$ cat src/rtl/rmcp_frame_ctrl_if.sv
// Sample-stream bundle between frame sync and the CP remover/framer.
// The master side drives samples and framing controls. The slave side returns the FFT window stream.
interface rmcp_frame_ctrl_if #(
  parameter int pDAT_W = 12,
  parameter int pADV_W = 6
);
  logic                     ival;
  logic                     isop;
  logic signed [pDAT_W-1:0] idata_i;
  logic signed [pDAT_W-1:0] idata_q;
  logic [1:0]               index_bw;
  logic [pADV_W-1:0]        iadv;
  logic                     oval;
  logic                     osop;
  logic                     oeop;
  logic signed [pDAT_W-1:0] odata_i;
  logic signed [pDAT_W-1:0] odata_q;
  logic [6:0]               osym_idx;
  logic                     oframe_done;
  logic                     oresync;

  modport master (
    output ival, isop, idata_i, idata_q, index_bw, iadv,
    input  oval, osop, oeop, odata_i, odata_q, osym_idx, oframe_done, oresync
  );

  modport slave (
    input  ival, isop, idata_i, idata_q, index_bw, iadv,
    output oval, osop, oeop, odata_i, odata_q, osym_idx, oframe_done, oresync
  );
endinterface

$ cat src/rtl/rmcp_frame_ctrl.sv
// Cyclic-prefix removal and symbol framer: strips CP from each OFDM symbol of a frame
// and forwards the (optionally advanced) FFT window with SOP/EOP/symbol-index tags.
module rmcp_frame_ctrl #(
  parameter int pDAT_W    = 12,
  parameter int pNFFT_MAX = 1024,
  parameter int pCP_MAX   = 32,
  parameter int pSB_NUM   = 50,
  parameter int pADV_W    = 6
) (
  input  logic               clk,
  input  logic               rst,
  rmcp_frame_ctrl_if.slave   bus
);
  localparam int NW  = $clog2(pNFFT_MAX) + 1;
  localparam int CW0 = $clog2(pCP_MAX) + 1;
  localparam int AW  = (pADV_W > CW0) ? pADV_W : CW0;
  localparam logic [NW-1:0] N_ONE    = NW'(1);
  localparam logic [AW-1:0] A_ONE    = AW'(1);
  localparam logic [6:0]    SYM_LAST = 7'(pSB_NUM - 1);

  typedef enum logic [1:0] {IDLE, HEAD, PASS, TAIL} state_t;

  state_t             state_reg;
  logic [NW-1:0]      cnt_reg;
  logic [NW-1:0]      nfft_reg;
  logic [AW-1:0]      cp_reg;
  logic [AW-1:0]      adv_reg;
  logic [6:0]         sym_reg;
  logic               done_pend_reg;
  logic               oval_reg, osop_reg, oeop_reg, oframe_done_reg, oresync_reg;
  logic [pDAT_W-1:0]  odata_i_reg, odata_q_reg;
  logic [6:0]         osym_idx_reg;

  logic [NW-1:0]      nfft_in, cnt_inc;
  logic [AW-1:0]      cp_in, iadv_ext, adv_in, head_in, head_len;
  logic               accept, last_head, last_pass, last_tail, sym_end;

  // Geometry that a new frame would use if the current sample is an accepted isop.
  assign nfft_in  = NW'(pNFFT_MAX >> bus.index_bw);
  assign cp_in    = AW'(pCP_MAX >> bus.index_bw);
  assign iadv_ext = AW'(bus.iadv);
  assign adv_in   = (iadv_ext > cp_in) ? cp_in : iadv_ext;
  assign head_in  = cp_in - adv_in;

  assign accept    = bus.ival & bus.isop;
  assign head_len  = cp_reg - adv_reg;
  assign cnt_inc   = cnt_reg + N_ONE;
  assign last_head = (cnt_inc == NW'(head_len));
  assign last_pass = (cnt_inc == nfft_reg);
  assign last_tail = (cnt_inc == NW'(adv_reg));
  assign sym_end   = ((state_reg == PASS) && last_pass && (adv_reg == '0)) ||
                     ((state_reg == TAIL) && last_tail);

  always_ff @(posedge clk) begin
    if (rst) begin
      state_reg       <= IDLE;
      cnt_reg         <= '0;
      nfft_reg        <= '0;
      cp_reg          <= '0;
      adv_reg         <= '0;
      sym_reg         <= '0;
      done_pend_reg   <= 1'b0;
      oval_reg        <= 1'b0;
      osop_reg        <= 1'b0;
      oeop_reg        <= 1'b0;
      oframe_done_reg <= 1'b0;
      oresync_reg     <= 1'b0;
      odata_i_reg     <= '0;
      odata_q_reg     <= '0;
      osym_idx_reg    <= '0;
    end else begin
      oval_reg        <= 1'b0;
      osop_reg        <= 1'b0;
      oeop_reg        <= 1'b0;
      oresync_reg     <= 1'b0;
      done_pend_reg   <= 1'b0;
      oframe_done_reg <= done_pend_reg;
      if (accept) begin
        // The isop sample is CP sample 0 of symbol 0, whatever state we were in.
        nfft_reg    <= nfft_in;
        cp_reg      <= cp_in;
        adv_reg     <= adv_in;
        sym_reg     <= '0;
        oresync_reg <= (state_reg != IDLE);
        if (head_in == '0) begin
          state_reg    <= PASS;
          cnt_reg      <= N_ONE;
          oval_reg     <= 1'b1;
          osop_reg     <= 1'b1;
          odata_i_reg  <= bus.idata_i;
          odata_q_reg  <= bus.idata_q;
          osym_idx_reg <= '0;
        end else if (head_in == A_ONE) begin
          state_reg <= PASS;
          cnt_reg   <= '0;
        end else begin
          state_reg <= HEAD;
          cnt_reg   <= N_ONE;
        end
      end else if (bus.ival) begin
        case (state_reg)
          HEAD: begin
            if (last_head) begin
              state_reg <= PASS;
              cnt_reg   <= '0;
            end else begin
              cnt_reg <= cnt_inc;
            end
          end
          PASS: begin
            oval_reg     <= 1'b1;
            osop_reg     <= (cnt_reg == '0);
            oeop_reg     <= last_pass;
            odata_i_reg  <= bus.idata_i;
            odata_q_reg  <= bus.idata_q;
            osym_idx_reg <= sym_reg;
            cnt_reg      <= last_pass ? '0 : cnt_inc;
            if (last_pass) state_reg <= TAIL;
          end
          TAIL: cnt_reg <= cnt_inc;
          default: ;
        endcase
        // Symbol boundary overrides the per-state update above.
        if (sym_end) begin
          cnt_reg <= '0;
          if (sym_reg == SYM_LAST) begin
            state_reg     <= IDLE;
            sym_reg       <= '0;
            done_pend_reg <= 1'b1;
          end else begin
            sym_reg   <= sym_reg + 7'd1;
            state_reg <= (head_len == '0) ? PASS : HEAD;
          end
        end
      end
    end
  end

  assign bus.oval        = oval_reg;
  assign bus.osop        = osop_reg;
  assign bus.oeop        = oeop_reg;
  assign bus.odata_i     = odata_i_reg;
  assign bus.odata_q     = odata_q_reg;
  assign bus.osym_idx    = osym_idx_reg;
  assign bus.oframe_done = oframe_done_reg;
  assign bus.oresync     = oresync_reg;
endmodule

$ cat src/flat_wrapper.sv
// flat-port wrapper written by rule: the top's interface ports become plain ports
module rmcp_frame_ctrl_flat 
#(
  parameter int pDAT_W    = 12,
  parameter int pNFFT_MAX = 1024,
  parameter int pCP_MAX   = 32,
  parameter int pSB_NUM   = 50,
  parameter int pADV_W    = 6
)
  (clk, rst, bus_ival, bus_isop, bus_idata_i, bus_idata_q, bus_index_bw, bus_iadv, bus_oval, bus_osop, bus_oeop, bus_odata_i, bus_odata_q, bus_osym_idx, bus_oframe_done, bus_oresync);
  rmcp_frame_ctrl_if #(.pDAT_W(pDAT_W), .pADV_W(pADV_W)) bus_i ();
  input  logic clk;
  input  logic rst;
  input wire logic [$bits(bus_i.ival)-1:0] bus_ival;
  input wire logic [$bits(bus_i.isop)-1:0] bus_isop;
  input wire logic [$bits(bus_i.idata_i)-1:0] bus_idata_i;
  input wire logic [$bits(bus_i.idata_q)-1:0] bus_idata_q;
  input wire logic [$bits(bus_i.index_bw)-1:0] bus_index_bw;
  input wire logic [$bits(bus_i.iadv)-1:0] bus_iadv;
  output wire logic [$bits(bus_i.oval)-1:0] bus_oval;
  output wire logic [$bits(bus_i.osop)-1:0] bus_osop;
  output wire logic [$bits(bus_i.oeop)-1:0] bus_oeop;
  output wire logic [$bits(bus_i.odata_i)-1:0] bus_odata_i;
  output wire logic [$bits(bus_i.odata_q)-1:0] bus_odata_q;
  output wire logic [$bits(bus_i.osym_idx)-1:0] bus_osym_idx;
  output wire logic [$bits(bus_i.oframe_done)-1:0] bus_oframe_done;
  output wire logic [$bits(bus_i.oresync)-1:0] bus_oresync;
  assign bus_i.ival = bus_ival;
  assign bus_i.isop = bus_isop;
  assign bus_i.idata_i = bus_idata_i;
  assign bus_i.idata_q = bus_idata_q;
  assign bus_i.index_bw = bus_index_bw;
  assign bus_i.iadv = bus_iadv;
  assign bus_oval = bus_i.oval;
  assign bus_osop = bus_i.osop;
  assign bus_oeop = bus_i.oeop;
  assign bus_odata_i = bus_i.odata_i;
  assign bus_odata_q = bus_i.odata_q;
  assign bus_osym_idx = bus_i.osym_idx;
  assign bus_oframe_done = bus_i.oframe_done;
  assign bus_oresync = bus_i.oresync;
  rmcp_frame_ctrl #(.pDAT_W(pDAT_W), .pNFFT_MAX(pNFFT_MAX), .pCP_MAX(pCP_MAX), .pSB_NUM(pSB_NUM), .pADV_W(pADV_W)) u_core (.clk(clk), .rst(rst), .bus(bus_i));
endmodule
$ cat config.mk
export PLATFORM = sky130hd
export DESIGN_NAME = rmcp_frame_ctrl_flat
export DESIGN_NICKNAME = d
export VERILOG_FILES = /design/src/rtl/rmcp_frame_ctrl_if.sv /design/src/rtl/rmcp_frame_ctrl.sv /design/src/flat_wrapper.sv
export SDC_FILE = /design/constraint.sdc
export NUM_CORES = 1
export LEC_CHECK = 0
export CAP_MARGIN = 30
export CORE_ASPECT_RATIO = 0.9
export CORE_MARGIN = 1.5
export CORE_UTILIZATION = 50
export DETAILED_ROUTE_END_ITERATION = 16
export PLACE_DENSITY = 0.86
export SYNTH_ARGS = -nofsm -noshare
export SYNTH_HDL_FRONTEND = slang
export SYNTH_SLANG_ARGS = --single-unit
export TNS_END_PERCENT = 30
$ cat constraint.sdc
create_clock -name clk -period 11.56 [get_ports clk]
set_input_delay 1.156 -clock clk [delete_from_list [all_inputs] [get_ports clk]]
set_output_delay 1.156 -clock clk [all_outputs]
set_load 0.005 [all_outputs]
==> impl_metrics.ini, run 1 <==
[clock_network]
hold_buffers = 0
post-cts-setup-buffer-count = 0
clockBufferDepth = 2
worst_skew_pair.late_latency_ns = 0.34
cts-htree-levels = 3
clk_pin_slew_ns = 0.08
cts_buffers = 9
cts_root_buf = clkbuf_8
cts_tree = done
cts_sinks = 67
cts_resized = 0

[layout]
final_util_pct = 63.75
nNetsFinal = 623
insertedDiodeCount = 0
n_fill_cell = 658
drive_above_1_share_pct = 6.108
layout_commonest_cell = clkdlybuf4s50_1
final_cell_mix = clkdlybuf4s50_1 (70), dfxtp_1 (67), a21oi_1 (51), nand3_1 (50), o21ai_0 (43)
syn2layout_area_growth_pct = 24.46

[sta]
min_period_ns = 5.408
max_freq_ghz = 0.1849
max_slew_margin_pct = 32.10
worst_pin_slew_ns = 1.019
layout_setup_ws_ns = 6.152
finalSetupTns_ns = 0
hold_violations = 0
setup_violations = 0
skew_ns = 0.005814
whs_ns = 0.4540
final.period_utilization_pct = 46.78
rsz0062_at_grt = false
drv_slew = 0

[floorplanning]
start_util_pct = 51.22
die_y_um = 88.83
die_x_um = 98.37
die_area_um2 = 8738
core_um2 = 7990
core.rowCount = 31
io_pins = 72

[placed_design]
dpl.hpwl_mm = 7.994
io_buffers = 71
pre_cts_slack_ns = 5.938
gp_congestion = 0.9456

[global_route]
antenna_found_initial = 0
grt_pass1_vias = 3788
grt.overflow.total = 0
grt_usage_pct = 25.41
grt_pass1_wl_mm = 17.95
grt_max_degree = 62

[logic_synthesis]
synth_area_leaders = dfxtp_1 (33%), a21oi_1 (6.2%), nand3_1 (6.1%)
synthCells = 511
yosys_register_bits = 67
synth_top_area_cell = dfxtp_1
synth_seq_area_share_pct = 32.77
postSynthAreaPerCell_um2 = 8.009
synth_cell_types = 68
mappedNetlistArea_um2 = 4093
syn_nets = 566
yosysTopAreaCellShare_pct = 32.77
synth-edff-count = 0
yosys_warnings = 0
ys_async_sr_fraction_pct = 0
dominantRegCellSynth = dfxtp_1

[critical_path]
crit_fanout = 24
critPathSlowestCell = o211a_1
critPathLaunch = bus_index_bw[0]
crit_chain = clkdlybuf4s50_1 > nor2b_1 > inv_1 > ha_1 > o21a_1 > o2bb2ai_1 > nor2_1 > mux2i_1 > ha_1 > nand2b_1 > o21bai_1 > o22a_1 > a21oi_1 > o211a_1 > o21ai_0 > a21oi_1
crit_arrival_ns = 5.69
criticalPathCategory = in -> reg
critPathCaptureType = flop
cp.required_ns = 11.84
r2r_start = u_core.cnt_reg[0]$_SDFFE_PP0P_
max_stage_delay_ns = 0.64
critPathLaunchType = input port

[pwr]
p_comb_share_pct = 18.7
power_density_nw_per_um2 = 117.4
power.switching_mw = 0.1592
switching_share_pct = 26.62
ir_drop_uv = 88.86
power.internal_mw = 0.4387
power_frac_clock_pct = 40.5
pwr-share-seq_pct = 40.8
leakage_nw = 1.790

[job]
cap_violations = 0

[route]
wl_mm = 11.16
vias_per_cell = 6.091
drc = 0
drt-initial-drc-count = 364
wl_per_cell_um = 16.60
antenna_left = 0
vias = 4093
first_pass_iters = 5

[run_status]
status = completed

[worst_hold_path]
hold_start = u_core.done_pend_reg$_SDFF_PP0_
min_path_type = reg -> reg
[area by class of cell]
type                            instances  area [um2]  area share [%]
Multi-Input combinational cell        391        2546           49.99
Sequential cell                        67        1341           26.33
Timing Repair Buffer                   75       743.2           14.59
Clock buffer                           10       137.6           2.702
Tap cell                               99       123.9           2.432
Clock inverter                          6       111.4           2.186
Inverter                               24       90.09           1.769
[worst paths after layout]
check	to	slack [ns]	depth (start not counted)
worst max register to register	u_core.cnt_reg[10]$_SDFFE_PP0P_	8.15	8
worst min register to register	u_core.bus.oframe_done$_SDFF_PP0_	0.45	1
worst max-delay path	u_core.bus.odata_i[2]$_SDFFE_PP0P_	6.15	16
worst min-delay path	u_core.bus.oframe_done$_SDFF_PP0_	0.45	1
[cell families (layout without fill, tap and decap cells)]
logic type	count (synthesis)	in the layout	share of synthesized area [%]
AND/OR/NAND/NOR	191	191	25.01
AO/OA/AOI/OAI	144	144	22.29
flip-flops	67	67	32.77
buffers and inverters	53	115	5.014
XOR/XNOR	28	28	6.879
adder cells (fa/ha/maj)	19	19	5.809
multiplexers	9	9	2.232
[power by group through the flow]
stage | combinational [mW] | clock, mW | sequential [mW]
global route | 0.122 | 0.254 | 0.244
floorplan | 0.0714 | 0 | 0.248
detailed placement | 0.109 | 0 | 0.249
finish | 0.112 | 0.242 | 0.244
global placement | 0.105 | 0 | 0.248
CTS | 0.110 | 0.246 | 0.244
[worst max-delay path, delay by kind of cell]
| family | cells | cell delay [ns] |
|---|---|---|
| mux | 1 | 0.27 |
| compound gates | 8 | 2.37 |
| fa+ha+maj | 2 | 0.59 |
| simple gates | 3 | 0.71 |
| buf+inv | 2 | 0.59 |
[per-stage QoR]
| step | instances | area, um2 | total power [mW] |
|---|---|---|---|
| 6_report | 672 | 5094 | 0.5979 |
| 5_1_grt | 672 | 5094 | 0.6209 |
| 4_1_cts | 672 | 5094 | 0.5996 |
| 3_5_place_dp | 656 | 4845 | 0.3578 |
| 3_3_place_gp | 655 | 4830 | 0.3534 |
| 2_1_floorplan | 511 | 4093 | 0.3194 |
[cell usage after synthesis (all sizes together) (9+ instances only)]
| cell | number |
|---|---|
| nor2 | 29 |
| dfxtp | 67 |
| xnor2 | 17 |
| inv | 23 |
| xor2 | 9 |
| nor3 | 13 |
| clkbuf | 21 |
| o21ai | 43 |
| a21oi | 51 |
| nand3 | 51 |
| nand4 | 9 |
| ha | 19 |
| nand2 | 38 |
[layer usage]
metal	global-route usage (%)	vias up	share of wire [%]
met4	7.554	0	1.5
met2	42.78	138	49
li1	-	1991	-
met5	0	-	0
met3	5.055	19	5.5
met1	33.38	1945	44
Note: power is estimated with default switching activity, not from simulation.
==> run 2, diff against run 1 <==
- clock period: 11.56 -> 5.5 ns (I/O delays scaled with it)
==> impl_metrics.ini, run 2 (synthesis results as in run 1) <==
[floorplanning]
io_pins = 72
die_y_um = 88.83
core.rowCount = 31
die_area_um2 = 8738
die_x_um = 98.37
start_util_pct = 51.22
core_um2 = 7990

[critical_path]
cp.required_ns = 5.77
max_stage_delay_ns = 0.64
critPathCaptureType = flop
timing.critical_path.buf_inv = 3
criticalPathCategory = in -> reg
crit_arrival_ns = 4.92
critPathLaunchType = input port
crit_chain = clkdlybuf4s50_1 > nor2b_1 > inv_1 > ha_1 > o21ai_0 > o2bb2ai_1 > buf_4 > nor2_1 > mux2i_1 > ha_1 > nand2b_1 > o21bai_1 > o22a_1 > a21oi_1 > o211a_1 > o21ai_0 > a21oi_1
crit_fanout = 24
cp_top_family = compound AO/OA/AOI/OAI gates
critPathSlowestCell = o211a_1

[layout]
final_cell_mix = clkdlybuf4s50_1 (70), dfxtp_1 (67), a21oi_1 (51), nand3_1 (50), o21ai_0 (43)
layout_commonest_cell = clkdlybuf4s50_1
drive_above_1_share_pct = 6.272
syn2layout_area_growth_pct = 24.09
nNetsFinal = 624
insertedDiodeCount = 0

[sta]
finalSetupTns_ns = 0
max_slew_margin_pct = 31.50
whs_ns = 0.4493
skew_ns = 0.01085
rsz0062_at_grt = false
hold_violations = 0
setup_violations = 0
max_freq_ghz = 0.2152
drv_slew = 0
worst_pin_slew_ns = 1.021
min_period_ns = 4.647
final.period_utilization_pct = 84.49

[route]
antenna_left = 0
drc = 0
first_pass_iters = 5
drt-initial-drc-count = 307
vias_per_cell = 6.126
wl_per_cell_um = 16.55
vias = 4123
wl_mm = 11.14

[global_route]
antenna_found_initial = 0
grt.overflow.total = 0
grt_pass1_wl_mm = 17.73
grt_max_degree = 62
grt_pass1_vias = 3578
grt_usage_pct = 25.00

[pwr]
pwr-share-seq_pct = 42.1
ir_drop_uv = 132.4
switching_share_pct = 28.01
power_density_nw_per_um2 = 239.7
power.internal_mw = 0.8765
power.switching_mw = 0.3410
power_frac_clock_pct = 38.5
p_comb_share_pct = 19.5
leakage_nw = 1.781

[placed_design]
dpl.hpwl_mm = 7.858
io_buffers = 71
gp_congestion = 0.9429

[clock_network]
clockBufferDepth = 2
post-cts-setup-buffer-count = 0
worst_skew_pair.late_latency_ns = 0.35
cts-htree-levels = 3
cts_root_buf = clkbuf_8
cts_sinks = 67
cts_resized = 0
clk_pin_slew_ns = 0.08
cts_buffers = 9
hold_buffers = 0
cts_tree = done

[worst_hold_path]
min_path_type = reg -> reg

[run_status]
status = completed

[job]
cap_violations = 0
-- run 2: power groups by stage --
| stage | sequential [mW] | combinational (mW) | clock, mW |
|---|---|---|---|
| 3_5_place_dp | 0.523 | 0.231 | 0 |
| 6_report | 0.512 | 0.237 | 0.468 |
| 5_1_grt | 0.514 | 0.259 | 0.492 |
| 3_3_place_gp | 0.522 | 0.222 | 0 |
| 2_1_floorplan | 0.521 | 0.150 | 0 |
| 4_1_cts | 0.512 | 0.233 | 0.471 |
-- run 2: routing by layer --
metal	track usage [%]	up-vias	part of all wire [%]
met2	39.79	154	48
met1	35.16	1963	44
met4	6.274	0	1.2
li1	-	1988	-
met5	0	-	0
met3	4.818	18	6.7
-- run 2: layout make-up --
type                       instances  area [um2]
fill                             657        2912
multi-input combinational        391        2546
sequential                        67        1341
timing repair buffer              76       750.7
clock buffer                      10       137.6
tap                               99       123.9
inverter                          24       90.09
clock inverter                     6       88.84
-- run 2: path summary, 6_finish.rpt --
check | start | end | slack (ns) | depth (start not counted)
max | bus_index_bw[1] | u_core.bus.odata_i[2]$_SDFFE_PP0P_ | 0.85 | 17
min | u_core.done_pend_reg$_SDFF_PP0_ | u_core.bus.oframe_done$_SDFF_PP0_ | 0.45 | 1
max reg2reg | u_core.cnt_reg[0]$_SDFFE_PP0P_ | u_core.cnt_reg[10]$_SDFFE_PP0P_ | 2.01 | 8
min reg2reg | u_core.done_pend_reg$_SDFF_PP0_ | u_core.bus.oframe_done$_SDFF_PP0_ | 0.45 | 1
-- run 2: through the flow --
stage | cells | area (um2) | utilization (%) | setup slack, ns | power [mW]
2_1_floorplan | 511 | 4093 | - | 1.692 | 0.6712
3_3_place_gp | 656 | 4837 | 60.54 | 0.8012 | 0.7444
3_5_place_dp | 657 | 4852 | 60.73 | 0.6588 | 0.7537
4_1_cts | 673 | 5079 | 63.56 | 0.9263 | 1.216
5_1_grt | 673 | 5079 | 63.56 | 0.5657 | 1.265
6_report | 673 | 5079 | 63.56 | 0.8529 | 1.218
==> run 3, diff against run 2 <==
- clock period: 5.5 -> 4.67 ns (I/O delays scaled with it)
==> impl_metrics.ini, run 3 (synthesis results as in run 1) <==
[placed_design]
io_buffers = 71
dpl.hpwl_mm = 8.135
gp_congestion = 0.9484
place_area_um2 = 4867

[critical_path]
r2r_slack_ns = 1.34
max_stage_delay_ns = 0.64
cp.required_ns = 4.94
critPathLaunch = bus_index_bw[1]
critPathLaunchType = input port
crit_arrival_ns = 4.55
r2r-end = u_core.sym_reg[2]$_SDFFE_PP0P_
critPathCaptureType = flop
crit_fanout = 24
crit_chain = clkdlybuf4s50_1 > nor2b_1 > inv_1 > ha_1 > o21ai_0 > o2bb2ai_1 > nor2_1 > mux2i_1 > ha_1 > nand2b_1 > o21bai_1 > o22a_1 > a21oi_1 > o211a_1 > o21ai_0 > a21oi_1
criticalPathCategory = in -> reg
critPathSlowestCell = o211a_1
timing.critical_path.buf_inv = 2
cp_top_family = compound AO/OA/AOI/OAI gates
r2r_start = u_core.cnt_reg[0]$_SDFFE_PP0P_
r2r.worst_path.cells = 8

[sta]
max_freq_ghz = 0.2338
worst_pin_slew_ns = 1.035
finalSetupTns_ns = 0
final.period_utilization_pct = 91.58
max_slew_margin_pct = 30.98
skew_ns = 0.009981
min_period_ns = 4.277
whs_ns = 0.4662
setup_violations = 0
hold_violations = 0
drv_slew = 0
rsz0062_at_grt = false

[global_route]
grt_usage_pct = 25.77
grt.overflow.total = 0
grt_pass1_wl_mm = 18.17
antenna_found_initial = 0
grt_pass1_vias = 3813
grt_max_degree = 62

[route]
wl_per_cell_um = 16.90
vias_per_cell = 6.133
antenna_left = 0
wl_mm = 11.41
drc = 0
vias = 4140
drt-initial-drc-count = 266
first_pass_iters = 5

[pwr]
finalPower_mw = 1.388
power_density_nw_per_um2 = 273.9
ir_drop_uv = 211.6
leakage_nw = 1.782

[worst_hold_path]
whs_path_depth = 2
hold_start = u_core.bus.odata_q[7]$_SDFFE_PP0P_
hold_end = u_core.bus.odata_q[7]$_SDFFE_PP0P_
min_path_type = reg -> reg

[floorplanning]
start_util_pct = 51.22
core_um2 = 7990
die_area_um2 = 8738
die_x_um = 98.37
die_y_um = 88.83
io_pins = 72
core.rowCount = 31

[clock_network]
clk_pin_slew_ns = 0.08
clockBufferDepth = 2
cts_buffers = 9
worst_skew_pair.late_latency_ns = 0.36
hold_buffers = 0
cts-htree-levels = 3
cts_tree = done
post-cts-setup-buffer-count = 0
cts_resized = 0
cts_sinks = 67
cts_root_buf = clkbuf_8

[layout]
seqCellArea_um2 = 1341
multiInputGateArea_um2 = 2546
nNetsFinal = 626
final_cell_mix = clkdlybuf4s50_1 (70), dfxtp_1 (67), a21oi_1 (51), nand3_1 (50), o21ai_0 (43)
insertedDiodeCount = 0
drive_above_1_share_pct = 6.597
layout_commonest_cell = clkdlybuf4s50_1
n_fill_cell = 656
finish.instance_area_um2 = 5069
syn2layout_area_growth_pct = 23.85

[run_status]
status = completed

[job]
cap_violations = 0
==> run 3: changes by cell type in the layout (fill, tap and decap cells not counted), sizes merged <==
cell and delta:
bufinv -1, clkinv +2, clkinvlp -1, clkbuf -1, buf +2, inv +1
==> run 3: worst max path at each step <==
stage	slack, ns	cells after the start	end
floorplan	0.95	16	u_core.bus.odata_i[0]$_SDFFE_PP0P_
global placement	0.41	16	u_core.bus.odata_q[8]$_SDFFE_PP0P_
detailed placement	0.16	16	u_core.bus.odata_q[0]$_SDFFE_PP0P_
CTS	0.47	16	u_core.bus.odata_q[0]$_SDFFE_PP0P_
global route	0.06	16	u_core.bus.odata_q[0]$_SDFFE_PP0P_
finish	0.39	16	u_core.bus.odata_i[9]$_SDFFE_PP0P_
==> run 3: layout make-up <==
cell class,instances,area share [%]
repair buffers,78,15.11
clock inverters,7,1.530
flip-flops and latches,67,26.46
well taps,99,2.444
clock buffers,9,2.444
multi-input cells,391,50.23
inverters,24,1.777
==> run 3: metal layers <==
metal	global-route usage (%)	routed length [um]
met5	0	0
met4	9.347	183
met3	5.371	611
met2	42.78	5590
met1	33.54	5020
==> run 3: worst register-to-register path: stages (launching register included) <==
cell	delay, ns
dfxtp_1	0.51
ha_1	0.37
nand3_2	0.23
nor2_1	0.30
xor2_1	0.15
a2111oi_4	0.60
a21oi_1	0.36
o311ai_0	0.44
a21bo_2	0.27
==> run 3: power by group <==
part / leakage [nW] / switching [mW] / total, mW / internal [mW]
combinational: 1.14 / 0.153 / 0.285 / 0.132
clock: 0.0998 / 0.250 / 0.500 / 0.250
sequential: 0.542 / 0.0153 / 0.603 / 0.588
==> run 3: stage by stage <==
step	utilization (%)	worst slack [ns]	instances
final	63.44	0.3932	675
after global routing	63.44	0.05941	675
after CTS	63.44	0.4698	675
after detailed placement	60.91	0.1594	659
after global placement	60.73	0.4080	658
after floorplan	-	0.9452	511
